--- src/rtl/iq_fifo_arbiter_pkg.sv ---
// Shared types and helpers for the I/Q FIFO round-robin arbiter.
package iq_arb_pkg;

  localparam int DW_DEFAULT = 24;

  typedef struct packed {
    logic [DW_DEFAULT-1:0] i;
    logic [DW_DEFAULT-1:0] q;
  } iq_t;

  // Width of a channel index; never narrower than one bit.
  function automatic int ch_w(input int n);
    return (n > 1) ? $clog2(n) : 1;
  endfunction

endpackage

--- src/rtl/iq_fifo_arbiter_rr_pick.sv ---
// Combinational wrap-around priority picker: first set req bit at or after start.
module rr_pick
  import iq_arb_pkg::*;
#(
  parameter int NCH = 2,
  parameter int IW  = ch_w(NCH)
) (
  input  logic [NCH-1:0] req,
  input  logic [IW-1:0]  start,
  output logic           found,
  output logic [IW-1:0]  idx
);

  logic [IW-1:0] w_c;

  // Scan from the far end so the last hit written is the nearest to start.
  always_comb begin
    found = 1'b0;
    idx   = '0;
    w_c   = '0;
    for (int k = NCH - 1; k >= 0; k--) begin
      w_c = IW'((int'(start) + k) % NCH);
      if (req[w_c]) begin
        found = 1'b1;
        idx   = w_c;
      end
    end
  end

endmodule

--- src/rtl/iq_fifo_arbiter.sv ---
// Round-robin scheduler sharing one I/Q datapath among NCH sample FIFOs,
// with burst capping, a one-entry valid/ready output register and sticky overflow flags.
module iq_fifo_arbiter
  import iq_arb_pkg::*;
#(
  parameter  int NCH   = 2,
  parameter  int DW    = DW_DEFAULT,
  parameter  int BURST = 4,
  localparam int IW    = ch_w(NCH),
  localparam int CW    = $clog2(BURST + 1)
) (
  input  logic                    clk,
  input  logic                    reset_n,
  input  logic                    enable,
  input  logic [NCH-1:0]          fifo_empty,
  input  logic [NCH-1:0]          fifo_full,
  input  logic [NCH-1:0]          fifo_push,
  input  logic [NCH-1:0][DW-1:0]  fifo_i,
  input  logic [NCH-1:0][DW-1:0]  fifo_q,
  output logic [NCH-1:0]          fifo_pull,
  output logic                    dp_valid,
  input  logic                    dp_ready,
  output logic [DW-1:0]           dp_i,
  output logic [DW-1:0]           dp_q,
  output logic [IW-1:0]           dp_ch,
  output logic [NCH-1:0]          ovf,
  input  logic [NCH-1:0]          ovf_clr
);

  localparam logic [IW-1:0] CH_LAST = IW'(NCH - 1);
  localparam logic [CW-1:0] CNT_MAX = CW'(BURST);
  localparam logic [CW-1:0] CNT_ONE = CW'(1);

  logic [IW-1:0]  r_cur;
  logic [CW-1:0]  r_cnt;
  logic           r_dp_valid;
  logic [DW-1:0]  r_dp_i;
  logic [DW-1:0]  r_dp_q;
  logic [IW-1:0]  r_dp_ch;
  logic [NCH-1:0] r_ovf;

  logic [NCH-1:0] w_req;
  logic [IW-1:0]  w_start;
  logic           w_found;
  logic [IW-1:0]  w_idx;
  logic           w_stay;
  logic [IW-1:0]  w_sel;
  logic           w_load;

  assign w_req   = ~fifo_empty;
  assign w_start = (r_cur == CH_LAST) ? '0 : r_cur + 1'b1;

  rr_pick #(
    .NCH (NCH),
    .IW  (IW)
  ) u_pick (
    .req   (w_req),
    .start (w_start),
    .found (w_found),
    .idx   (w_idx)
  );

  // cnt == 0 only after reset: no burst in progress, so the scan starting at channel 0 decides.
  assign w_stay = (r_cnt != '0) && (r_cnt < CNT_MAX) && !fifo_empty[r_cur];
  assign w_sel  = w_stay ? r_cur : w_idx;
  assign w_load = enable && (!r_dp_valid || dp_ready) && (w_stay || w_found);

  always_comb begin
    fifo_pull = '0;
    if (w_load) fifo_pull[w_sel] = 1'b1;
  end

  always_ff @(posedge clk or negedge reset_n) begin
    if (!reset_n) begin
      r_cur      <= CH_LAST;
      r_cnt      <= '0;
      r_dp_valid <= 1'b0;
      r_dp_i     <= '0;
      r_dp_q     <= '0;
      r_dp_ch    <= '0;
      r_ovf      <= '0;
    end else begin
      if (w_load) begin
        r_dp_valid <= 1'b1;
        r_dp_i     <= fifo_i[w_sel];
        r_dp_q     <= fifo_q[w_sel];
        r_dp_ch    <= w_sel;
        if (w_stay) begin
          r_cnt <= r_cnt + 1'b1;
        end else begin
          r_cur <= w_sel;
          r_cnt <= CNT_ONE;
        end
      end else if (dp_ready) begin
        r_dp_valid <= 1'b0;
      end
      // The FIFO drops a push while full even if it is pulled the same cycle.
      r_ovf <= (r_ovf & ~ovf_clr) | (fifo_push & fifo_full);
    end
  end

  assign dp_valid = r_dp_valid;
  assign dp_i     = r_dp_i;
  assign dp_q     = r_dp_q;
  assign dp_ch    = r_dp_ch;
  assign ovf      = r_ovf;

endmodule

--- config.mk ---
export PLATFORM = sky130hd
export DESIGN_NAME = iq_fifo_arbiter
export DESIGN_NICKNAME = d
export VERILOG_FILES = /design/src/rtl/iq_fifo_arbiter_pkg.sv /design/src/rtl/iq_fifo_arbiter_rr_pick.sv /design/src/rtl/iq_fifo_arbiter.sv
export SDC_FILE = /design/constraint.sdc
export NUM_CORES = 1
export LEC_CHECK = 0
export BUFFER_PORTS_ARGS = -buffer_cell sky130_fd_sc_hd__buf_2
export CORE_ASPECT_RATIO = 1.5
export CORE_UTILIZATION = 48
export CTS_CLUSTER_SIZE = 16
export DETAILED_ROUTE_END_ITERATION = 10
export PLACE_DENSITY = 0.83
export SETUP_SLACK_MARGIN = 0.02
export SYNTH_ARGS = -nofsm -noshare
export SYNTH_HDL_FRONTEND = slang
export SYNTH_HIERARCHICAL = 1
export SYNTH_SLANG_ARGS = --single-unit
--- constraint.sdc ---
create_clock -name clk -period 5.6 [get_ports clk]
set_input_delay 0.28 -clock clk [delete_from_list [all_inputs] [get_ports clk]]
set_output_delay 0.28 -clock clk [all_outputs]
set_load 0.005 [all_outputs]
* Word level (Yosys, flattened, before mapping)
Cells that the tools add are included.
** Storage, ports and cells
- Input bits :: 108
- Output and inout port bits :: 54
- Logic and storage cells :: 56
- Bits in registers :: 56
** Operators by class
- Reductions and logical operators :: 12
- Magnitude comparators :: 6
- $add $sub $neg :: 3
- Bitwise operators :: 6
- Multiplexer cells :: 22
** Operators with widths (number)
- 24-bit two-way mux :: 4
- 1-bit two-way mux :: 15
- 1-bit by 2-bit less-than comparator with 1-bit output, second input constant :: 4
- 1-bit logical AND :: 5
- 2-bit AND :: 2
- 2-bit inverter :: 2
- 3-bit by 1-bit adder with 3-bit output, second input constant :: 1
- 3-bit less-than comparator, second input constant :: 1
- 3-bit two-way mux :: 1
- 3-bit nonzero test :: 1
- 1-bit adder, second input constant :: 2
- 1-bit logical NOT :: 2
- 1-bit logical OR :: 2
- 2-bit two-way mux :: 1
- 2-bit bitwise OR :: 1
- 2-bit AND reduction :: 1
- 2-bit nonzero test :: 1
- 1-bit demux with 1-bit select :: 1
- 1-bit greater-or-equal comparator, second input constant :: 1
- 1-bit inverter :: 1

* Logic depth before layout (Yosys ltp)
- Depth in word-level cells :: 13
- Mapped depth :: 8
- Depth with buffers taken out :: 7

* Modules after synthesis
Netlist, hierarchy kept.
** Modules (own cells, without submodules)
- iq_fifo_arbiter :: instances 1, area an instance 2971.6 sq um, seq. area each 1402.6 sq um, cells each 195
- rr_pick :: instances 1, area an instance 17.5 sq um, seq. area each 0.0 sq um, cells each 3

* Worst setup path before layout
Ideal clock, no wire load.
- Kind :: register to register
- Start :: register r_cnt[0]
- End :: register r_dp_i[0] (netlist: dp_i[0])
- Path slack :: 3.529 ns
- Clock period less this slack :: 2.071 ns
- Stages on the path, launching flop included :: 8
- Data required time :: 5.475 ns
- Library setup time :: 0.125 ns
- Data arrival time :: 1.946 ns
- Path buffers :: 1
- Cells stage by stage :: dfrtp_1 > inv_1 > ha_1 > o31a_1 > o22ai_2 > buf_2 > mux2_1 > mux2_4
** Between the ends
- Longest elaborated chain between the ends :: 6
- Elaborated cells on any way between the ends :: 9
- Those cells by class :: order compare: 1; mux: 3; reduce/logical: 5
** RTL lines
- from (decl) :: RTL line iq_fifo_arbiter.sv:35 : logic [CW-1:0] r_cnt;
- from (signal assigned) :: RTL line iq_fifo_arbiter.sv:89 : r_cnt <= r_cnt + 1'b1;
- 3-bit less-than comparator / 3-bit nonzero test (equally long branches) :: RTL line iq_fifo_arbiter.sv:64 : assign w_stay = (r_cnt != '0) && (r_cnt < CNT_MAX) && !fifo_empty[r_cur];
- 1-bit logical AND (*) (2 in series) :: RTL line iq_fifo_arbiter.sv:64
- 1-bit two-way mux :: RTL line iq_fifo_arbiter.sv:65 : assign w_sel = w_stay ? r_cur : w_idx;
- 24-bit two-way mux (implied by the code) (2 in series) :: RTL line iq_fifo_arbiter.sv:85 : r_dp_i <= fifo_i[w_sel];
- to (signal assigned) :: RTL line iq_fifo_arbiter.sv:85
- to (decl) :: RTL line iq_fifo_arbiter.sv:37 : logic [DW-1:0] r_dp_i;
Every way passes the cells marked *; elsewhere a longest branch is shown, timed or not. The select of a mux whose other input is x is not followed.
A chain may end at the register's enable or synchronous reset.

* Worst setup path after layout
- Start :: register r_cnt[0]
- End :: output fifo_pull[0]
** Between the ends
- Longest elaborated chain between the ends :: 9
- Elaborated cells on any way between the ends :: 13
- Those cells by class :: order compare: 3; mux: 4; reduce/logical: 6
** RTL lines
- 3-bit less-than comparator / 3-bit nonzero test (equally long branches) :: RTL line iq_fifo_arbiter.sv:64
- 1-bit logical AND (*) (2 in series) :: RTL line iq_fifo_arbiter.sv:64
- 1-bit two-way mux :: RTL line iq_fifo_arbiter.sv:65
- 1-bit by 2-bit less-than comparator with 1-bit output (implied by the code) / 1-bit greater-or-equal comparator (equally long branches) :: RTL line iq_fifo_arbiter.sv:70 : if (w_load) fifo_pull[w_sel] = 1'b1;
- 1-bit logical AND (implied by the code) :: RTL line iq_fifo_arbiter.sv:70
- 1-bit two-way mux (implied by the code) :: RTL line iq_fifo_arbiter.sv:70
- 1-bit demux with 1-bit select :: RTL line iq_fifo_arbiter.sv:70
- 2-bit two-way mux (*) :: RTL line iq_fifo_arbiter.sv:70
- to (decl) :: RTL line iq_fifo_arbiter.sv:20 : output logic [NCH-1:0] fifo_pull,
Every way passes the cells marked *; elsewhere a longest branch is shown, timed or not.

==> impl_results.md <==
* Distinct cell type count after synthesis at 25
* Compound-cell area share of the yosys netlist at 3.349%
* Storage element area at 1403 sq um
* RSZ-0062 raised after global routing: no
* I/O pin total at 162
* Area of the multi-input gates at 1479 sq um
* Crit path cell chain: inv_1 -> ha_1 -> a2111oi_4 -> o21ai_4 -> buf_4 -> nor2b_1 -> buf_2
* Status: finished clean
* FFs w/ async S/R, synth at 100.0%
* Mux cell area share after synthesis at 42.74%
* Slowest-stage cell, CP: buf_4
* Vias at 2121
* DR WL/cell at 14.50 um
* GRT overflow at 0
* Peak VDD IR at 0.2618 mV
* First-pass iteration count of the detailed router at 3
* CTS max path bufs at 2
* Die ar. at 6553 sq um
* Starting density of the core at 50.55%
* Clock Power Share at 15.4%
* Post_cts resized at 0
* Tot GR Track Use at 20.28%
* CP max stage delay at 0.69 ns
* Crit start category: flip-flop
* Top cells by count, synth: dfrtp_1 (55), mux2_1 (48), mux2_4 (44), inv_1 (9)
* Initial drt markers at 89
* CP Data Arrival Time at 2.42 ns
* DP HPWL at 4.564 mm
* Layout area overhead at 32.48%
* Post-CTS setup buffer count at 0
* Detail Route Antenna Nets at 0
* Setup crit end kind: output port
* Largest net degree at the start of global routing at 57
* WL final at 6.265 mm
* Post-layout nets at 469
* Initial antenna violation count at 0
* Sequential group share of total power at 38.6%
* Placed cell area at 3834 sq um
* Chip height at 98.65 um
* Post-synth net total at 308
* Switch share at 30.83%
* Antenna cell count at 0
* Reg clk slew, reported paths at 0.10 ns
* Count of final setup violators at 0
* Worst rel slew slack at 47.57%
* Vias in the first global route at 2191
* Worst-margin pin slew at 0.7864 ns
* RePlAce Congestion at 0.7471
* # port buffers at 161
* Skew final at 0.009971 ns
* Worst EP required at 5.32 ns
* DRC viols at 0
* Filler cells at 444
* Register area share after synthesis at 46.92%
* CTS Root Cell: clkbuf_8
* Fin Setup TNS at 0 ns
* Post-synthesis xor/xnor area fraction at 0%
* Count leader, synth: dfrtp_1
* Final period util at 48.16%
* Synthesis-stage register bit count at 56
* Cell area after layout at 3960 sq um
* Fmax at 0.3708 GHz
* Post-synth EDFFs at 0
* Syn Inst Count at 198
* Post-Syn Area per Cell at 15.10 sq um
* Sw Pwr at 576.8 uW
* Layout cells sized above 1 at 62.50%
* Area fraction of the dominant cell type after synthesis at 46.04%
* Dominant cell type by area after synthesis: dfrtp_1
* Logic pwr share at 46.0%
* Worst skew pair latency at 0.31 ns
* Max-cap viol count at 0
* Period minus WS final at 2.697 ns
* Final hold viol count at 0
* H-Tree Depth at 2
* Largest family of logic cells by synthesized area: multiplexers
* Core Area at 5913 sq um
* CTS tree: built
* Worst min-delay path category: in -> async
* Number of CTS-inserted buffers at 5
* Vias per cell at 4.910
* Leak at 2.101 nW
* Largest cells by area after synthesis: dfrtp_1 (46%), mux2_4 (22%), mux2_1 (18%), buf_6 (1.9%), mux2_2 (1.9%)
* PwrDens at 472.5 nW/um^2
* Yosys warns at 6
* CP Class: reg -> out
* Synth Area in Adders at 0.8372%
* Hold buffers post-CTS at 0
* Crit Path Max Fanout at 47
* Num rows at 34
* Synth Cell Area at 2989 sq um
* CTS sink cnt at 56
* Post-Synth Simple-Gate Area at 2.302%
* Internal power at 1.294 mW
* Slew Limit Fails at 0
* Ys flop type: dfrtp_1
* Die width at 66.43 um
* First-pass GRT wire length at 10.14 mm
-- critical path, delay by kind of cell (launching register included) --
kind,cells,cell delay (ns)
buffers and inverters,3,0.92
flip-flops,1,0.42
AO/OA/AOI/OAI,2,0.41
adder cells (fa/ha/maj),1,0.22
AND/OR/NAND/NOR,1,0.10
-- through the flow --
| step | util, % | worst slack (ns) | cells | hold slack [ns] | total power [mW] |
|---|---|---|---|---|---|
| floorplan | - | 3.529 | 198 | -0.01559 | 1.286 |
| detailed placement | 64.83 | 3.076 | 424 | 0.4632 | 1.597 |
| global route | 66.97 | 2.719 | 432 | 0.1318 | 1.999 |
| global placement | 64.83 | 3.168 | 424 | 0.4493 | 1.565 |
| finish | 66.97 | 2.903 | 432 | 0.09437 | 1.871 |
| CTS | 66.97 | 2.864 | 432 | 0.1082 | 1.899 |
-- power by group through the flow --
| stage | Sequential (mW) | Combinational, mW | Clock [mW] |
|---|---|---|---|
| 2_1_floorplan | 0.733 | 0.554 | 0 |
| 3_3_place_gp | 0.718 | 0.847 | 0 |
| 3_5_place_dp | 0.725 | 0.872 | 0 |
| 4_1_cts | 0.724 | 0.876 | 0.299 |
| 5_1_grt | 0.748 | 0.933 | 0.317 |
| 6_report | 0.722 | 0.860 | 0.289 |
-- layer usage --
layer | global-route usage, % | wire (um) | vias to the layer above
li1 | - | - | 1017
met2 | 36.19 | 3354 | 95
met1 | 23.87 | 2459 | 998
met4 | 7.365 | 129 | 0
met5 | 0 | 0 | -
met3 | 3.241 | 321 | 11
-- cells in the final DEF, fill, tap and decap left out, types with 2 or more instances in the layout --
| master | count |
|---|---|
| nor2b_1 | 2 |
| o21ai_0 | 2 |
| mux2_2 | 5 |
| ha_1 | 2 |
| a22o_1 | 2 |
| dfrtp_1 | 55 |
| mux2i_1 | 2 |
| buf_2 | 161 |
| inv_1 | 9 |
| and2_1 | 2 |
| clkbuf_8 | 7 |
| mux2_4 | 44 |
| buf_4 | 3 |
| nand2_1 | 4 |
| mux2_1 | 48 |
-- state kept, by name, indices dropped and copies added, names as in the netlist --
signal	cells
r_cnt	3
dp_i	24
dp_q	24
ovf	2
dp_valid	1
dp_ch	1
r_cur	1
-- logic make-up after synthesis --
kind of cell,count (synthesis)
AOI/OAI and AO/OA,9
adders and majority gates,2
buffers and inverters,19
DFF,56
muxes,99
and+or+nand+nor,13
-- cell type report --
class,count,area share (%)
sequential,56,35.42
clock inverter,1,0.7583
multi-input combinational,123,37.35
timing repair buffer,164,20.92
inverter,9,0.8531
tap,72,2.275
clock buffer,7,2.433
-- path summary, 6_finish.rpt --
kind | from | end | slack (ns) | depth (start not counted)
hold / removal | reset_n | dp_i[17]$_DFFE_PN0P_ | 0.09 | 2
setup reg to reg | r_cnt[0]$_DFFE_PN0P_ | dp_q[2]$_DFFE_PN0P_ | 3.08 | 7
min in group clk | ovf_clr[1] | ovf[1]$_DFF_PN0_ | 0.14 | 2
max in group asynchronous | reset_n | dp_q[1]$_DFFE_PN0P_ | 5.06 | 2
setup / recovery | r_cnt[0]$_DFFE_PN0P_ | fifo_pull[0] | 2.90 | 7
hold reg to reg | dp_valid$_DFFE_PN0P_ | dp_valid$_DFFE_PN0P_ | 0.51 | 2
(Power assumes the default switching activity.)
